## config.mk

```make
export PLATFORM = sky130hd
export DESIGN_NAME = row_scan_controller
export DESIGN_NICKNAME = d
export VERILOG_FILES = /design/src/rtl/row_scan_controller.sv
export SDC_FILE = /design/constraint.sdc
export NUM_CORES = 1
export LEC_CHECK = 0
export ABC_AREA = 1
export CAP_MARGIN = 20
export CORE_MARGIN = 2
export CORE_UTILIZATION = 35
export CTS_CLUSTER_DIAMETER = 200
export DETAILED_ROUTE_END_ITERATION = 6
export GPL_TIMING_DRIVEN = 0
export SLEW_MARGIN = 20
export SYNTH_ARGS = -nofsm -noshare
export SYNTH_HDL_FRONTEND = slang
export SYNTH_SLANG_ARGS = --single-unit
```

## constraint.sdc

```tcl
create_clock -name clk_i -period 1.9 [get_ports clk_i]
set_clock_uncertainty 0.05 [all_clocks]
set_input_delay 0.38 -clock clk_i [delete_from_list [all_inputs] [get_ports clk_i]]
set_output_delay 0.38 -clock clk_i [all_outputs]
set_load 0.03 [all_outputs]
```

## src/rtl/row_scan_controller.sv

```systemverilog
// Frame sequencer for one pixel-hierarchy level: snapshots active rows, walks them in ascending
// order driving the row mux and the column arbiter, and turns column grants into {row, col} events.
module row_scan_controller #(
    parameter int Lvl_ROWS    = 4,
    parameter int Lvl_ROW_ADD = 2,
    parameter int Lvl_COLS    = 2,
    parameter int Lvl_COL_ADD = 1
) (
    input  logic                   clk_i,
    input  logic                   reset_i,
    input  logic                   enable_i,
    input  logic [Lvl_ROWS-1:0]    row_req_i,
    input  logic [Lvl_COLS-1:0]    col_gnt_i,
    input  logic [Lvl_COL_ADD-1:0] col_yadd_i,
    input  logic                   col_grp_rel_i,
    output logic                   col_enable_o,
    output logic [Lvl_ROWS-1:0]    row_sel_o,
    output logic                   event_valid_o,
    output logic [Lvl_ROW_ADD-1:0] event_xadd_o,
    output logic [Lvl_COL_ADD-1:0] event_yadd_o,
    output logic                   frame_done_o,
    output logic                   timeout_err_o,
    output logic [1:0]             state_o
);

    localparam int CNT_W = $clog2(Lvl_COLS + 3);
    // Closing on this value gives exactly Lvl_COLS+2 SCAN cycles before the watchdog fires.
    localparam logic [CNT_W-1:0] CNT_LAST = CNT_W'(Lvl_COLS + 1);

    typedef enum logic [1:0] {
        IDLE   = 2'd0,
        SELECT = 2'd1,
        SCAN   = 2'd2,
        DONE   = 2'd3
    } state_t;

    state_t                 state_q, state_d;
    logic [Lvl_ROWS-1:0]    pending_q, pending_d;
    logic [Lvl_ROW_ADD-1:0] cur_row_q, cur_row_d;
    logic [CNT_W-1:0]       scan_cnt_q, scan_cnt_d;
    logic                   col_enable_d;
    logic [Lvl_ROWS-1:0]    row_sel_d;
    logic                   event_valid_d;
    logic [Lvl_ROW_ADD-1:0] event_xadd_d;
    logic [Lvl_COL_ADD-1:0] event_yadd_d;
    logic                   frame_done_d;
    logic                   timeout_err_d;

    logic [Lvl_ROW_ADD-1:0] low_idx;
    logic [Lvl_ROWS-1:0]    rest_rows;
    logic                   watchdog;
    logic                   row_close;

    // Handshake: event_valid_o is a one-cycle strobe with no ready; the consumer must take
    // {event_xadd_o, event_yadd_o} in the cycle it is high. Address outputs hold otherwise.

    always_comb begin
        low_idx = '0;
        for (int i = Lvl_ROWS - 1; i >= 0; i--) begin
            if (pending_q[i]) low_idx = Lvl_ROW_ADD'(i);
        end
    end

    assign rest_rows = pending_q & ~(Lvl_ROWS'(1) << cur_row_q);
    assign watchdog  = !col_grp_rel_i && (scan_cnt_q == CNT_LAST);
    assign row_close = col_grp_rel_i || watchdog;
    assign state_o   = state_q;

    always_ff @(posedge clk_i or posedge reset_i) begin
        if (reset_i) begin
            state_q       <= IDLE;
            pending_q     <= '0;
            cur_row_q     <= '0;
            scan_cnt_q    <= '0;
            col_enable_o  <= 1'b0;
            row_sel_o     <= '0;
            event_valid_o <= 1'b0;
            event_xadd_o  <= '0;
            event_yadd_o  <= '0;
            frame_done_o  <= 1'b0;
            timeout_err_o <= 1'b0;
        end else begin
            state_q       <= state_d;
            pending_q     <= pending_d;
            cur_row_q     <= cur_row_d;
            scan_cnt_q    <= scan_cnt_d;
            col_enable_o  <= col_enable_d;
            row_sel_o     <= row_sel_d;
            event_valid_o <= event_valid_d;
            event_xadd_o  <= event_xadd_d;
            event_yadd_o  <= event_yadd_d;
            frame_done_o  <= frame_done_d;
            timeout_err_o <= timeout_err_d;
        end
    end

    always_comb begin
        state_d = state_q;
        case (state_q)
            IDLE:    if (enable_i && |row_req_i) state_d = SELECT;
            SELECT:  state_d = enable_i ? SCAN : IDLE;
            SCAN: begin
                if (!enable_i)      state_d = IDLE;
                else if (row_close) state_d = (|rest_rows) ? SELECT : DONE;
            end
            DONE:    state_d = IDLE;
            default: state_d = IDLE;
        endcase
    end

    always_comb begin
        pending_d     = pending_q;
        cur_row_d     = cur_row_q;
        scan_cnt_d    = scan_cnt_q;
        col_enable_d  = 1'b0;
        row_sel_d     = '0;
        event_valid_d = 1'b0;
        event_xadd_d  = event_xadd_o;
        event_yadd_d  = event_yadd_o;
        frame_done_d  = (state_d == DONE);
        timeout_err_d = timeout_err_o;
        case (state_q)
            IDLE: begin
                if (enable_i && |row_req_i) pending_d = row_req_i;
            end
            SELECT: begin
                if (enable_i) begin
                    row_sel_d    = Lvl_ROWS'(1) << low_idx;
                    cur_row_d    = low_idx;
                    col_enable_d = 1'b1;
                    scan_cnt_d   = '0;
                end else begin
                    pending_d = '0;
                end
            end
            SCAN: begin
                if (!enable_i) begin
                    pending_d = '0;
                end else begin
                    scan_cnt_d   = scan_cnt_q + 1'b1;
                    col_enable_d = 1'b1;
                    row_sel_d    = row_sel_o;
                    if (|col_gnt_i) begin
                        event_valid_d = 1'b1;
                        event_xadd_d  = cur_row_q;
                        event_yadd_d  = col_yadd_i;
                    end
                    if (row_close) begin
                        col_enable_d = 1'b0;
                        row_sel_d    = '0;
                        pending_d    = rest_rows;
                    end
                    if (watchdog) timeout_err_d = 1'b1;
                end
            end
            default: ;
        endcase
    end

endmodule

```

# Word level (Yosys, flattened, before mapping)
# Index checks and enable logic that the tools add are counted.
[classes]
add_sub_neg = 1
eq_ne = 10
shift = 2
mux = 29
bitwise_logic = 2
reduce_logical = 15
[ops]
columns = ["operator", "count"]
rows = [
  ["2-to-1 mux 4 bit", 7],
  ["2-to-1 mux 2 bit", 9],
  ["one-hot mux 4 bit (3 select lines)", 1],
  ["AND reduction 3 bit", 3],
  ["inequality test 2 bit (second input constant)", 4],
  ["one-hot mux 2 bit (4 select lines)", 1],
  ["one-hot mux 4 bit (2 select lines)", 1],
  ["OR reduction 4 bit", 2],
  ["left shift 1 x 2 -> 4 bit (first input constant)", 2],
  ["equality test 2 bit (second input constant)", 3],
  ["2-to-1 mux 1 bit", 6],
  ["2-to-1 mux 3 bit", 2],
  ["one-hot mux 3 bit (2 select lines)", 1],
  ["AND 4 bit", 1],
  ["inverter 4 bit", 1],
  ["AND reduction 4 bit", 1],
  ["adder 3 x 1 -> 3 bit (second input constant)", 1],
  ["equality test 3 x 2 -> 1 bit (second input constant)", 1],
  ["inequality test 3 bit (second input constant)", 1],
  ["nonzero test 3 bit", 1],
  ["equality test 2 x 1 -> 1 bit (second input constant)", 1],
  ["logical AND 1 bit", 2],
  ["logical NOT 2 bit", 1],
  ["one-hot mux 1 bit (2 select lines)", 1],
  ["other kinds (5)", 5],
]
[word_totals]
register_bits = 22
out_inout_bits = 13
wordCells = 70

# Logic depth before layout (Yosys ltp)
# Gate-level depths: netlist (run 1).
[logic_depth]
word_depth = 9
ltp_mapped = 10
depth_no_buf = 10

# Least setup slack after synthesis (run 1)
# OpenSTA, ideal clock, no wires.
[synth_timing]
path_type = "reg2reg"
from = "reg state_q[0] (netlist: state_o[0])"
to = "reg event_yadd_o"
setup_ps = 117
t_arrival_ps = 1449
setup_slack_ps = 284
stages_incl_launch_ff = 9
n_path_buf = 0
period_less_slack_ps = 1616
cell_sequence = "dfrtp_1 inv_1 ha_1 nand2_4 inv_2 o21ai_0 inv_1 nand2_1 nand2_1"
[synth_between]
elab_chain_cells = 2
[synth_rtl]
columns = ["item", "line", "rtl"]
rows = [
  ["start: declaration", "37", "state_t state_q, state_d;"],
  ["start signal: assignment", "83", "state_q <= state_d;"],
  ["equality test 2 bit", "122", "case (state_q)"],
  ["AND reduction 3 bit (no line)", "-", ""],
  ["end signal: assignment", "91", "event_yadd_o <= event_yadd_d;"],
  ["end: declaration", "20", "output logic [Lvl_COL_ADD-1:0] event_yadd_o,"],
]
# Every way passes these cells.
# A chain may end at the register's enable or synchronous reset.

# Worst setup path after layout (run 1)
[layout_timing]
from = "reg event_xadd_o[0]"
to = "out event_xadd_o[0]"
[layout_lines]
columns = ["item", "line", "rtl"]
rows = [
  ["start: declaration", "19", "output logic [Lvl_ROW_ADD-1:0] event_xadd_o,"],
  ["start signal: assignment", "90", "event_xadd_o <= event_xadd_d;"],
]
# No word-level cell between the ends.

==> results.md, run 1 <==
* Status: finished, final reports clean
* Worst setup SP type: register
* Final min period at 1.78 ns
* Dpl cells at 183
* Initial antenna violation count at 0
* Port-buffer cells at 23
* Share of cells above drive strength 1 at 9.74%
* Class of the worst hold path: reg -> reg
* Syn Inst Count at 127
* Post-synthesis net count at 143
* Leakage at 0.726 nW
* Power Total at 2.04 mW
* Worst Setup SP: event_xadd_o[0]$_DFFE_PP0P_
* CP required at 1.47 ns
* Synth async-reset ratio at 100%
* Worst path depth at 1
* Layout Nets at 171
* Post-route ant nets at 0
* Most frequent cells in the layout: 36 x nand2_1, 22 x dfrtp_1, 21 x clkdlybuf4s50_1
* Die height at 59.8 um
* Layout Cells excl Fill at 187
* Clk buf depth at 2
* Fill count at 310
* Vias at 921
* Hold endpoint: scan_cnt_q[0]$_DFFE_PP0P_
* WL per Instance at 11.4 um
* Final max-slew violation count at 0
* RSZ-0062 raised after global routing: false
* #FFs+latches synth at 22
* Crit path buf inv count at 1
* Total CTS buffers at 3
* EDFF count, synth at 0
* Worst-margin pin slew at 0.838 ns
* Core Area at 0.00300 sq mm
* Max-slew headroom at 44.1%
* Number of global-route vias before repair at 900
* Worst hold slack at 0.437 ns
* Setup TNS at 0 ns
* Post-CTS resize count at 0
* Yosys warns at 0
* Worst EP arrival at 1.35 ns
* Top delay family on crit path: buffers and inverters
* 1st-iter DRT viols at 20
* Synth Cell Area at 0.00109 sq mm
* # setup viols final at 0
* Peak supply drop at 0.635 mV
* RR Endpoint: frame_done_o$_DFF_PP0_
* Root buffer cell: clkbuf_4
* Starting Density at 36.3%
* CTS Hold Bufs at 0
* Worst skew pair latency at 0.31 ns
* Wirelength, routed at 2.13 mm
* Worst hold stages at 1
* Max Fclk at 562 MHz
* Crit-path slowest cell: clkdlybuf4s50_1
* Worst R2R Path Depth at 9
* Hold path startpoint: scan_cnt_q[0]$_DFFE_PP0P_
* Met3 global-route usage at 3.03%
* Final hold vios at 0
* CTS tree: built
* Post-detail-place hpwl at 1.63 mm
* Die W at 59.8 um
* R2R Path Start: scan_cnt_q[0]$_DFFE_PP0P_
* CP Class: reg -> out
* Residual DRC count at 0
* Pin count of the biggest net entering global routing at 23
* Area growth syn-to-layout at 28.7%
* Core Util, Final at 46.8%
* Worst slack, placed at 0.0848 ns
* Reg-to-reg slack, setup at 0.15 ns
* Syn avg cell area at 8.59 sq um
* Post-layout instance area at 0.00140 sq mm
* GR Util met1 at 17.8%
* Crit-path max FO at 2
* PwrDens at 1460 mW/mm^2
* Post-CTS Setup Bufs at 0
* Commonest non-fill, non-tap cell in the layout: nand2_1
* Global route overflow at 0
* GP Congestion at 0.774
* CP endpoint kind: output port
* Worst Slack Setup Final at 0.119 ns
* Row count at 20
* Critical path's largest stage delay at 0.67 ns
* Gr busiest metal: met2
* Antenna cells at 0
* Post-synthesis sequential area ratio at 50.5%
* Reg clk slew, reported paths at 0.13 ns
* Met2 usage at 23.0%
* First-pass GRT wire length at 3.76 mm
* Synth unique cells at 23
* Ordered list of cells on the worst path: clkdlybuf4s50_1
* H-tree depth at 1
* Ports at 24
* Synth Flop Type: dfrtp_1
* Tot GR Track Use at 13.9%
* DR vias/cell at 4.93
* Final worst path period share at 93.7%
* DR pass1 iterations at 4
* Area of the die at 0.00358 sq mm
* Placed Area at 0.00136 sq mm
* TritonCTS Sinks at 22
* Number of max-cap violations at 0
-- synth_stat cells (5+ instances only) --
library cell	instances	area, sq um
a21oi_1	5	25.0
dfrtp_1	22	551
ha_1	5	62.6
inv_1	16	60.1
nand2_1	36	135
nor2_1	10	37.5
o21ai_0	11	55.1
-- sequential cells by signal, summed over array words and instances (netlist names) --
register / count
scan_cnt_q: 3
frame_done_o: 1
pending_q: 4
col_enable_o: 1
row_sel_o: 4
timeout_err_o: 1
cur_row_q: 2
event_valid_o: 1
event_yadd_o: 1
state_o: 2
event_xadd_o: 2
-- where the power goes --
| part | switching (mW) | internal, mW | total [mW] |
|---|---|---|---|
| clock network | 0.145 | 0.117 | 0.261 |
| logic | 0.651 | 0.391 | 1.04 |
| registers | 0.115 | 0.625 | 0.741 |
-- worst max path at each step --
stage                     slack, ns                          end
after floorplan                0.28     event_yadd_o$_DFFE_PP0P_
after global placement         0.11       frame_done_o$_DFF_PP0_
after detailed placement       0.08  event_xadd_o[1]$_DFFE_PP0P_
after CTS                      0.04                   state_o[0]
after global routing           0.03       frame_done_o$_DFF_PP0_
final                          0.12              event_xadd_o[0]
-- logic make-up (layout without fill, tap and decap cells) --
logic type / after synthesis / in the layout / share of synthesized area [%]
adder cells (fa/ha/maj): 5 / 5 / 5.73
AND/OR/NAND/NOR: 56 / 56 / 23.4
AO/OA/AOI/OAI: 26 / 26 / 14.0
buffers and inverters: 18 / 45 / 6.42
flip-flops: 22 / 22 / 50.5
-- cell type report --
class	instances	area (sq um)	area share [%]
well taps	33	41.3	2.94
inverters	18	70.1	4.99
multi-input cells	87	470	33.5
flip-flops and latches	22	551	39.2
repair buffers	23	235	16.8
clock buffers	4	36.3	2.58
-- metal layers --
| layer | vias up | part of all wire [%] |
|---|---|---|
| met3 | 4 | 3.7 |
| met5 | - | 0 |
| li1 | 468 | - |
| met2 | 18 | 50 |
| met4 | 0 | 1.1 |
| met1 | 431 | 45 |
Power figures use the tool's default switching activity.
==> inputs of run 2 (changes only) <==
MAX_ROUTING_LAYER = met4   (was unset)
==> results of run 2 <==
Final layout, timing and power as in run 1 (identical DEF).
Main changes from that run: final weighted congestion in routability-driven placement 0.774 -> 0.785; overall routing resource usage 13.9% -> 14.3%
==> inputs of run 3 (changes only) <==
ABC_AREA = 0   (was 1)
==> run 3 against run 2 <==
  * Clock power rose by 36%
  * Flip-flop and latch count did not move
  * Synthesized cell count fell by 15%
  * Clock-buffer cell count fell by 1
  * Worst setup slack got worse by 0.039 ns
  * Final area rose by 3.6%
==> results.md, run 3 <==
* CP Class: reg -> reg
* Worst skew pair latency at 0.31 ns
* Most common cell in the netlist: dfrtp_1
* Leakage at 0.668 nW
* GP Congestion at 0.829
* Worst Slack Setup Final at 0.0804 ns
* Die height at 60.3 um
* Yosys warns at 0
* Syn Inst Count at 108
* Post-synthesis net count at 124
* Seq. cell area at 552 sq um
* Sequential Power Share at 35.3%
* Dpl cells at 174
* CP endpoint kind: register
* Placed Area at 0.00139 sq mm
* Post-route ant nets at 0
* Clock network power share at 17.3%
* DR pass1 iterations at 4
* Top cell type's share of synthesized area at 49.7%
* Ordered list of cells on the worst path: ha_1 > ha_1 > and4bb_1 > buf_6 > nand2b_4 > nor3_2 > a22o_2
* Max Fclk at 550 MHz
* Starting Density at 36.6%
* PwrDens at 1410 mW/mm^2
* Total CTS buffers at 3
* Layout Nets at 151
* Class of the worst hold path: in -> reg
* Crit-path slowest cell: dfrtp_1
* P_sw at 801 uW
* EDFF count, synth at 0
* Final worst path period share at 95.8%
* RSZ-0062 raised after global routing: false
* Core Area at 0.00303 sq mm
* Cell taking the most area after synthesis: dfrtp_1
* Port-buffer cells at 22
* Reg clk slew, reported paths at 0.12 ns
* Max-slew headroom at 45.2%
* Most frequent cells in the layout: 21 x dfrtp_1, 21 x clkdlybuf4s50_1, 14 x nand2_1
* Multi-input logic area at 514 sq um
* 1st-iter DRT viols at 26
* Wirelength, routed at 2.22 mm
* Final min period at 1.82 ns
* Initial antenna violation count at 0
* Worst setup SP type: register
* Most common library cells after synthesis: 22 x dfrtp_1, 15 x nand2_1, 11 x inv_1
* Share of cells above drive strength 1 at 14.2%
* Setup TNS at 0 ns
* Status: finished, final reports clean
* Worst hold slack at 0.400 ns
* Die W at 60.3 um
* Synth unique cells at 37
* Global route overflow at 0
* GR Util met1 at 17.4%
* CP required at 2.07 ns
* Net Sw Frac at 39.0%
* Combinational Power Share at 47.4%
* Critical path's largest stage delay at 0.41 ns
* H-tree depth at 1
* Fill count at 297
* Met3 global-route usage at 4.55%
* CTS tree: built
* Synth Cell Area at 0.00111 sq mm
* Row count at 20
* Synth Flop Type: dfrtp_1
* Met2 usage at 22.0%
* Ports at 24
* Number of max-cap violations at 0
* Worst EP arrival at 1.99 ns
* Ranking of synthesized cells by area: dfrtp_1 50%, ha_1 5.6%, nand2_1 5.1%
* Int Pwr at 1.25 mW
* First-pass GRT wire length at 3.60 mm
* Final hold vios at 0
* Cell mode on critical path: ha_1
* Residual DRC count at 0
* Antenna cells at 0
* Biggest regs: pending_q: 4 flops, row_sel_o: 4 flops, scan_cnt_q: 3 flops
* Pin count of the biggest net entering global routing at 23
* Root buffer cell: clkbuf_4
* WL per Instance at 12.5 um
* Area growth syn-to-layout at 31.2%
* Clk buf depth at 2
* TritonCTS Sinks at 22
* Vias at 867
* Worst slack, placed at -0.250 ns
* Syn avg cell area at 10.3 sq um
* Crit-path max FO at 10
* #FFs+latches synth at 22
* Peak supply drop at 0.750 mV
* Post-layout instance area at 0.00145 sq mm
* Layout Cells excl Fill at 178
* Worst-margin pin slew at 0.821 ns
* Synth async-reset ratio at 100%
* Number of global-route vias before repair at 837
* Post-synthesis sequential area ratio at 49.7%
* Final max-slew violation count at 0
* DR vias/cell at 4.87
* Gr busiest metal: met2
* Post-detail-place hpwl at 1.67 mm
* # setup viols final at 0
* Tot GR Track Use at 14.0%
* Area of the die at 0.00363 sq mm
* Post-CTS Setup Bufs at 0
[run 3: cell families after synthesis]
kind of cell / Yosys count / synth area share [%]
AOI/OAI and AO/OA: 31 / 20.7
buffers and inverters: 13 / 4.85
muxes: 3 / 3.39
DFF: 22 / 49.7
and+or+nand+nor: 34 / 15.8
adders and majority gates: 5 / 5.64
[run 3: power groups by stage]
stage | Sequential (mW) | Clock [mW] | Combinational (mW)
detailed placement | 0.735 | 0 | 0.960
floorplan | 0.849 | 0 | 0.547
CTS | 0.725 | 0.373 | 0.966
global route | 0.744 | 0.388 | 1.06
global placement | 0.728 | 0 | 0.950
finish | 0.725 | 0.356 | 0.974
[run 3: per-stage QoR]
stage | power (mW) | util (%)
global placement | 1.68 | 45.7
detailed placement | 1.70 | 45.7
global route | 2.20 | 48.0
CTS | 2.06 | 47.5
floorplan | 1.40 | -
finish | 2.05 | 48.0
[run 3: layer usage]
layer  share of wire (%)  wire [um]
met1                  47       1050
met2                  49       1090
met5                   0          0
met4                0.59         13
met3                 3.0         66
[run 3: critical path: cells and delay by family (launching register included)]
family | cells | cell delay (ns)
flip-flops | 1 | 0.41
AO/OA/AOI/OAI | 1 | 0.25
adder cells (fa/ha/maj) | 2 | 0.41
buffers and inverters | 1 | 0.14
AND/OR/NAND/NOR | 3 | 0.46
[run 3: final cells by class]
class	instances	share of cell area, %
plain buffers	2	1.12
clock buffers	3	1.55
clock inverters	1	2.07
inverters	11	2.84
multi-input cells	73	35.4
flip-flops and latches	22	38.0
well taps	44	3.79
repair buffers	22	15.3
[run 3: repair_timing]
action | CTS | global route
gates resized for setup | 0 | 6
hold buffers | 0 | 0
setup endpoints to repair | 0 | 7
[run 3: final timing paths]
check | from | to | slack (ns) | cells after the start
setup / recovery | scan_cnt_q[0]$_DFFE_PP0P_ | pending_q[2]$_DFFE_PP0P_ | 0.08 | 7
hold / removal | enable_i | scan_cnt_q[2]$_DFFE_PP0P_ | 0.40 | 3
setup reg to reg | scan_cnt_q[0]$_DFFE_PP0P_ | pending_q[2]$_DFFE_PP0P_ | 0.08 | 7
hold reg to reg | row_sel_o[3]$_DFFE_PP0N_ | row_sel_o[3]$_DFFE_PP0N_ | 0.44 | 2
max in group asynchronous | reset_i | state_o[0]$_DFF_PP0_ | 0.77 | 2
min in group asynchronous | reset_i | row_sel_o[1]$_DFFE_PP0N_ | 0.47 | 2
